`config.mk`:
```
export PLATFORM = sky130hd
export DESIGN_NAME = div_unit
export DESIGN_NICKNAME = d
export VERILOG_FILES = /design/src/rtl/div_unit.sv
export SDC_FILE = /design/constraint.sdc
export NUM_CORES = 1
export LEC_CHECK = 0
export CAP_MARGIN = 20
export CORE_MARGIN = 2
export CORE_UTILIZATION = 40
export DETAILED_ROUTE_END_ITERATION = 8
export PLACE_DENSITY_LB_ADDON = 0.3
export REMOVE_ABC_BUFFERS = 1
export SLEW_MARGIN = 40
export SYNTH_ARGS = -nofsm -noshare
export SYNTH_HDL_FRONTEND = slang
export SYNTH_SLANG_ARGS = --single-unit
```
`constraint.sdc`:
```
create_clock -name clk_i -period 3.7 [get_ports clk_i]
set_input_delay 0.74 -clock clk_i [delete_from_list [all_inputs] [get_ports clk_i]]
set_output_delay 0.74 -clock clk_i [all_outputs]
set_load 0.02 [all_outputs]
```
`src/rtl/div_unit.sv`:
```
// Iterative radix-2 restoring divider for RV64M DIV/DIVU/REM/REMU and W forms.
// Accepts a request in IDLE, stalls the pipeline while dividing, presents the result for one cycle.
module div_unit (
  input  logic        clk_i,
  input  logic        rstn_i,
  input  logic        kill_div_i,
  input  logic        request_i,
  input  logic [2:0]  func3_i,
  input  logic        int_32_i,
  input  logic [63:0] src1_i,
  input  logic [63:0] src2_i,
  output logic [63:0] result_o,
  output logic        stall_o
);

  typedef enum logic [1:0] {IDLE, DIVIDE, DONE} state_t;

  state_t      state_reg, state_next;
  logic        is_rem_reg, int32_reg, neg_q_reg, neg_r_reg;
  logic [5:0]  cnt_reg;
  logic [63:0] r_reg, q_reg, d_reg;

  logic        is_signed, neg_a, neg_b, div_zero, overflow, special, accept;
  logic [63:0] op_a, op_b, mag_a, mag_b, most_neg;
  logic [64:0] r_shift;
  logic        fits;
  logic [5:0]  last_cnt;
  logic [63:0] q_fin, r_fin, sel, res;

  // Operand preparation at the selected width, including special-case detection
  always_comb begin
    is_signed = ~func3_i[0];
    if (int_32_i) begin
      op_a = is_signed ? {{32{src1_i[31]}}, src1_i[31:0]} : {32'b0, src1_i[31:0]};
      op_b = is_signed ? {{32{src2_i[31]}}, src2_i[31:0]} : {32'b0, src2_i[31:0]};
      most_neg = 64'hFFFF_FFFF_8000_0000;
    end else begin
      op_a = src1_i;
      op_b = src2_i;
      most_neg = 64'h8000_0000_0000_0000;
    end
    neg_a    = is_signed & op_a[63];
    neg_b    = is_signed & op_b[63];
    mag_a    = neg_a ? -op_a : op_a;
    mag_b    = neg_b ? -op_b : op_b;
    div_zero = (op_b == 64'd0);
    overflow = is_signed & (op_a == most_neg) & (&op_b);
    special  = div_zero | overflow;
    accept   = (state_reg == IDLE) & request_i & ~kill_div_i;
  end

  // One restoring step; the restored remainder is always below the divisor so it fits in 64 bits
  assign r_shift  = {r_reg, q_reg[63]};
  assign fits     = (r_shift >= {1'b0, d_reg});
  assign last_cnt = int32_reg ? 6'd31 : 6'd63;

  always_ff @(posedge clk_i or negedge rstn_i) begin
    if (!rstn_i) begin
      state_reg <= IDLE;
    end else begin
      state_reg <= state_next;
    end
  end

  always_comb begin
    state_next = state_reg;
    case (state_reg)
      IDLE:    if (accept) state_next = special ? DONE : DIVIDE;
      DIVIDE:  if (cnt_reg == last_cnt) state_next = DONE;
      DONE:    state_next = IDLE;
      default: state_next = IDLE;
    endcase
    if (kill_div_i) state_next = IDLE;
  end

  always_ff @(posedge clk_i or negedge rstn_i) begin
    if (!rstn_i) begin
      is_rem_reg <= 1'b0;
      int32_reg  <= 1'b0;
      neg_q_reg  <= 1'b0;
      neg_r_reg  <= 1'b0;
      cnt_reg    <= 6'd0;
      r_reg      <= 64'd0;
      q_reg      <= 64'd0;
      d_reg      <= 64'd0;
    end else if (accept) begin
      is_rem_reg <= func3_i[1];
      int32_reg  <= int_32_i;
      cnt_reg    <= 6'd0;
      d_reg      <= mag_b;
      if (special) begin
        // Final values loaded directly; no sign fix-up in DONE
        q_reg     <= div_zero ? {64{1'b1}} : op_a;
        r_reg     <= div_zero ? op_a : 64'd0;
        neg_q_reg <= 1'b0;
        neg_r_reg <= 1'b0;
      end else begin
        q_reg     <= int_32_i ? {mag_a[31:0], 32'b0} : mag_a;
        r_reg     <= 64'd0;
        neg_q_reg <= neg_a ^ neg_b;
        neg_r_reg <= neg_a;
      end
    end else if ((state_reg == DIVIDE) && !kill_div_i) begin
      r_reg   <= fits ? (r_shift[63:0] - d_reg) : r_shift[63:0];
      q_reg   <= {q_reg[62:0], fits};
      cnt_reg <= cnt_reg + 6'd1;
    end
  end

  always_comb begin
    q_fin = neg_q_reg ? -q_reg : q_reg;
    r_fin = neg_r_reg ? -r_reg : r_reg;
    sel   = is_rem_reg ? r_fin : q_fin;
    res   = int32_reg ? {{32{sel[31]}}, sel[31:0]} : sel;
  end

  assign result_o = ((state_reg == DONE) && !kill_div_i) ? res : 64'd0;
  assign stall_o  = ~kill_div_i & ((state_reg == DIVIDE) | ((state_reg == IDLE) & request_i));

endmodule

```
==> impl_metrics.json <==
{
  "hold_ws_ps": 111,
  "fin_crit_sh": 1.29,
  "critPathLaunch": "r_reg[50]$_DFFE_PN0P_",
  "syn_area_um2": 21400,
  "ys_warn_count": 0,
  "place_congestion": 1.00,
  "failed_checks": "setup timing",
  "synth.distinct_cells": 80,
  "rsz0062_at_grt": "yes",
  "portBuffers": 199,
  "start_kind": "flop",
  "pwr_density_cell_nw_per_um2": 570,
  "fin_util": 0.574,
  "clock_latency_ps": 600,
  "grt_max_degree": 121,
  "ys_ff_latch": 204,
  "n_fill_cell": 4962,
  "drv_slew": 0,
  "post-place-ws_ps": -1200,
  "r2r-start": "r_reg[6]$_DFFE_PN0P_",
  "hp-class": "in2async",
  "tns_ps": -30830,
  "syn_to_final_growth_pct": 41.5,
  "synth_top_area_cell": "dfrtp_1",
  "rows": 84,
  "cts_htree_levels": 1,
  "root_buffer": "clkbuf_16",
  "yosysTopAreaCellShare": 0.239,
  "fmax_mhz": 210,
  "vdd_drop_max_mv": 0.381,
  "drc": 0,
  "cts_buffers": 26,
  "final_area_um2": 30300,
  "worstPathRequired_ps": 2960,
  "cp.arrival_ps": 4020,
  "grt_overflow_total": 0,
  "grt_pass1_wl_um": 148000,
  "ys_seq_area_frac": 0.239,
  "worstSetupPathType": "reg2out",
  "fp.dieArea_um2": 55400,
  "status": "finished with violations",
  "min_period_ps": 4760,
  "drv_cap": 0,
  "yosysMostFrequentCell": "o21ai_0",
  "cts.clk_slew.worst_paths_ps": 60,
  "synthTopCellsByCount": "o21ai_0 (316), nand2_1 (310), a21oi_1 (308)",
  "syn_area_per_cell_um2": 7.25,
  "clockBufferDepth": 3,
  "syn_inst": 2952,
  "critPathCaptureType": "primary output",
  "reg2reg_depth": 13,
  "cts_sinks": 204,
  "io_pins": 201,
  "slew_headroom": 0.469,
  "num_antenna_cells": 0,
  "track_usage": 0.341,
  "placed_area_um2": 28000,
  "hpwl_um": 78100,
  "synth-edff-count": 0,
  "leakagePower_nw": 13.0,
  "antenna_found_initial": 0,
  "synth.area.top_cells": "dfrtp_1 (24%), o21ai_0 (7.4%), a21oi_1 (7.2%)",
  "placeableCoreArea_um2": 52800,
  "worst_pin_slew_ps": 793,
  "routed_via_density": 5.99,
  "skew_ps": 42.9,
  "wl_per_cell_um": 23.0,
  "die_x_um": 235,
  "antenna_left": 0,
  "hold_viol_final": 0,
  "vias": 25600,
  "final_net_count": 3781,
  "firstDrtPassIters": 6,
  "hold_buffers": 0,
  "cts_tree": "built",
  "grt_pass1_vias": 24200,
  "setup_slack_ps": -1060,
  "drt_iter0_drc": 2500,
  "cp_max_fo": 2,
  "layout-drive-gt1-share": 0.253,
  "finalSetupViolCount": 45,
  "async_reset_ff_frac": 1.00,
  "die_h_um": 235,
  "ys.flop_type": "dfrtp_1",
  "wl_um": 98500,
  "start_util": 0.406
}
==> what timing repair did <==
action,in CTS,in global routing
pin swaps,56,36
gates resized for setup,433,129
cloned,3,0
endpoints found under the setup margin,68,160
buffers inserted,25,11
==> logic make-up (layout without fill, tap and decap cells) <==
| family | after synthesis | after routing | share of synthesized area |
|---|---|---|---|
| multiplexers | 42 | 42 | 0.0196 |
| XOR/XNOR | 283 | 283 | 0.116 |
| AND/OR/NAND/NOR | 951 | 951 | 0.217 |
| AO/OA/AOI/OAI | 1074 | 1075 | 0.310 |
| buffers and inverters | 327 | 968 | 0.0580 |
| flip-flops | 204 | 204 | 0.239 |
| adder cells (fa/ha/maj) | 71 | 71 | 0.0419 |
==> power by group <==
| part | leakage, nW | switching [mW] | internal (mW) |
|---|---|---|---|
| logic | 10.0 | 6.71 | 4.68 |
| clock network | 0.415 | 1.12 | 1.47 |
| registers | 2.58 | 0.431 | 2.86 |
==> final timing paths <==
kind,end,slack [ps]
min in group clk_i,d_reg[46]$_DFFE_PN0P_,480
setup reg to reg,r_reg[45]$_DFFE_PN0P_,100
max in group asynchronous,q_reg[58]$_DFFE_PN0P_,2680
hold / removal,d_reg[5]$_DFFE_PN0P_,110
hold reg to reg,d_reg[46]$_DFFE_PN0P_,480
setup / recovery,result_o[63],-1060
==> per-stage QoR <==
stage / instances / power [mW]
after floorplan: 2744 / 9.18
after global placement: 4199 / 13.6
after detailed placement: 4199 / 13.7
after CTS: 4275 / 16.7
after global routing: 4282 / 18.3
final: 4282 / 17.3
==> cells in the final DEF, fill, tap and decap left out, drive strengths merged, types with 56 or more instances in the layout <==
master           n
o21ai          331
xnor2          144
a21oi          308
nand2          310
xor2           139
buf            652
dfrtp          204
o31ai           56
inv            120
clkdlybuf4s50  136
ha              70
nor3            70
nor2           231
==> layout make-up <==
class / count / area, um^2 / share of cell area
Timing Repair Buffer: 801 / 6750 / 0.223
Clock buffer: 36 / 728 / 0.0240
Clock inverter: 12 / 134 / 0.00442
Inverter: 119 / 447 / 0.0148
Sequential cell: 204 / 5110 / 0.169
Tap cell: 688 / 861 / 0.0284
Multi-Input combinational cell: 2422 / 16300 / 0.537
==> worst max-delay path, cell delays in order, from the launching register on <==
cell      delay [ps]
dfrtp_1          380
or4_4            540
or3_4            340
or3_4            340
or4_4            430
or3_4            340
or3_4            370
o31ai_4          190
xor2_1           110
a221oi_2         240
buf_4            180
==> layer usage <==
| layer | part of all wire | global-route usage | wire (um) |
|---|---|---|---|
| met5 | 0 | 0 | 0 |
| met4 | 0.045 | 0.125 | 4420 |
| met3 | 0.074 | 0.0375 | 7290 |
| met2 | 0.45 | 0.549 | 44000 |
| met1 | 0.43 | 0.473 | 42800 |
Power figures use the tool's default switching activity.
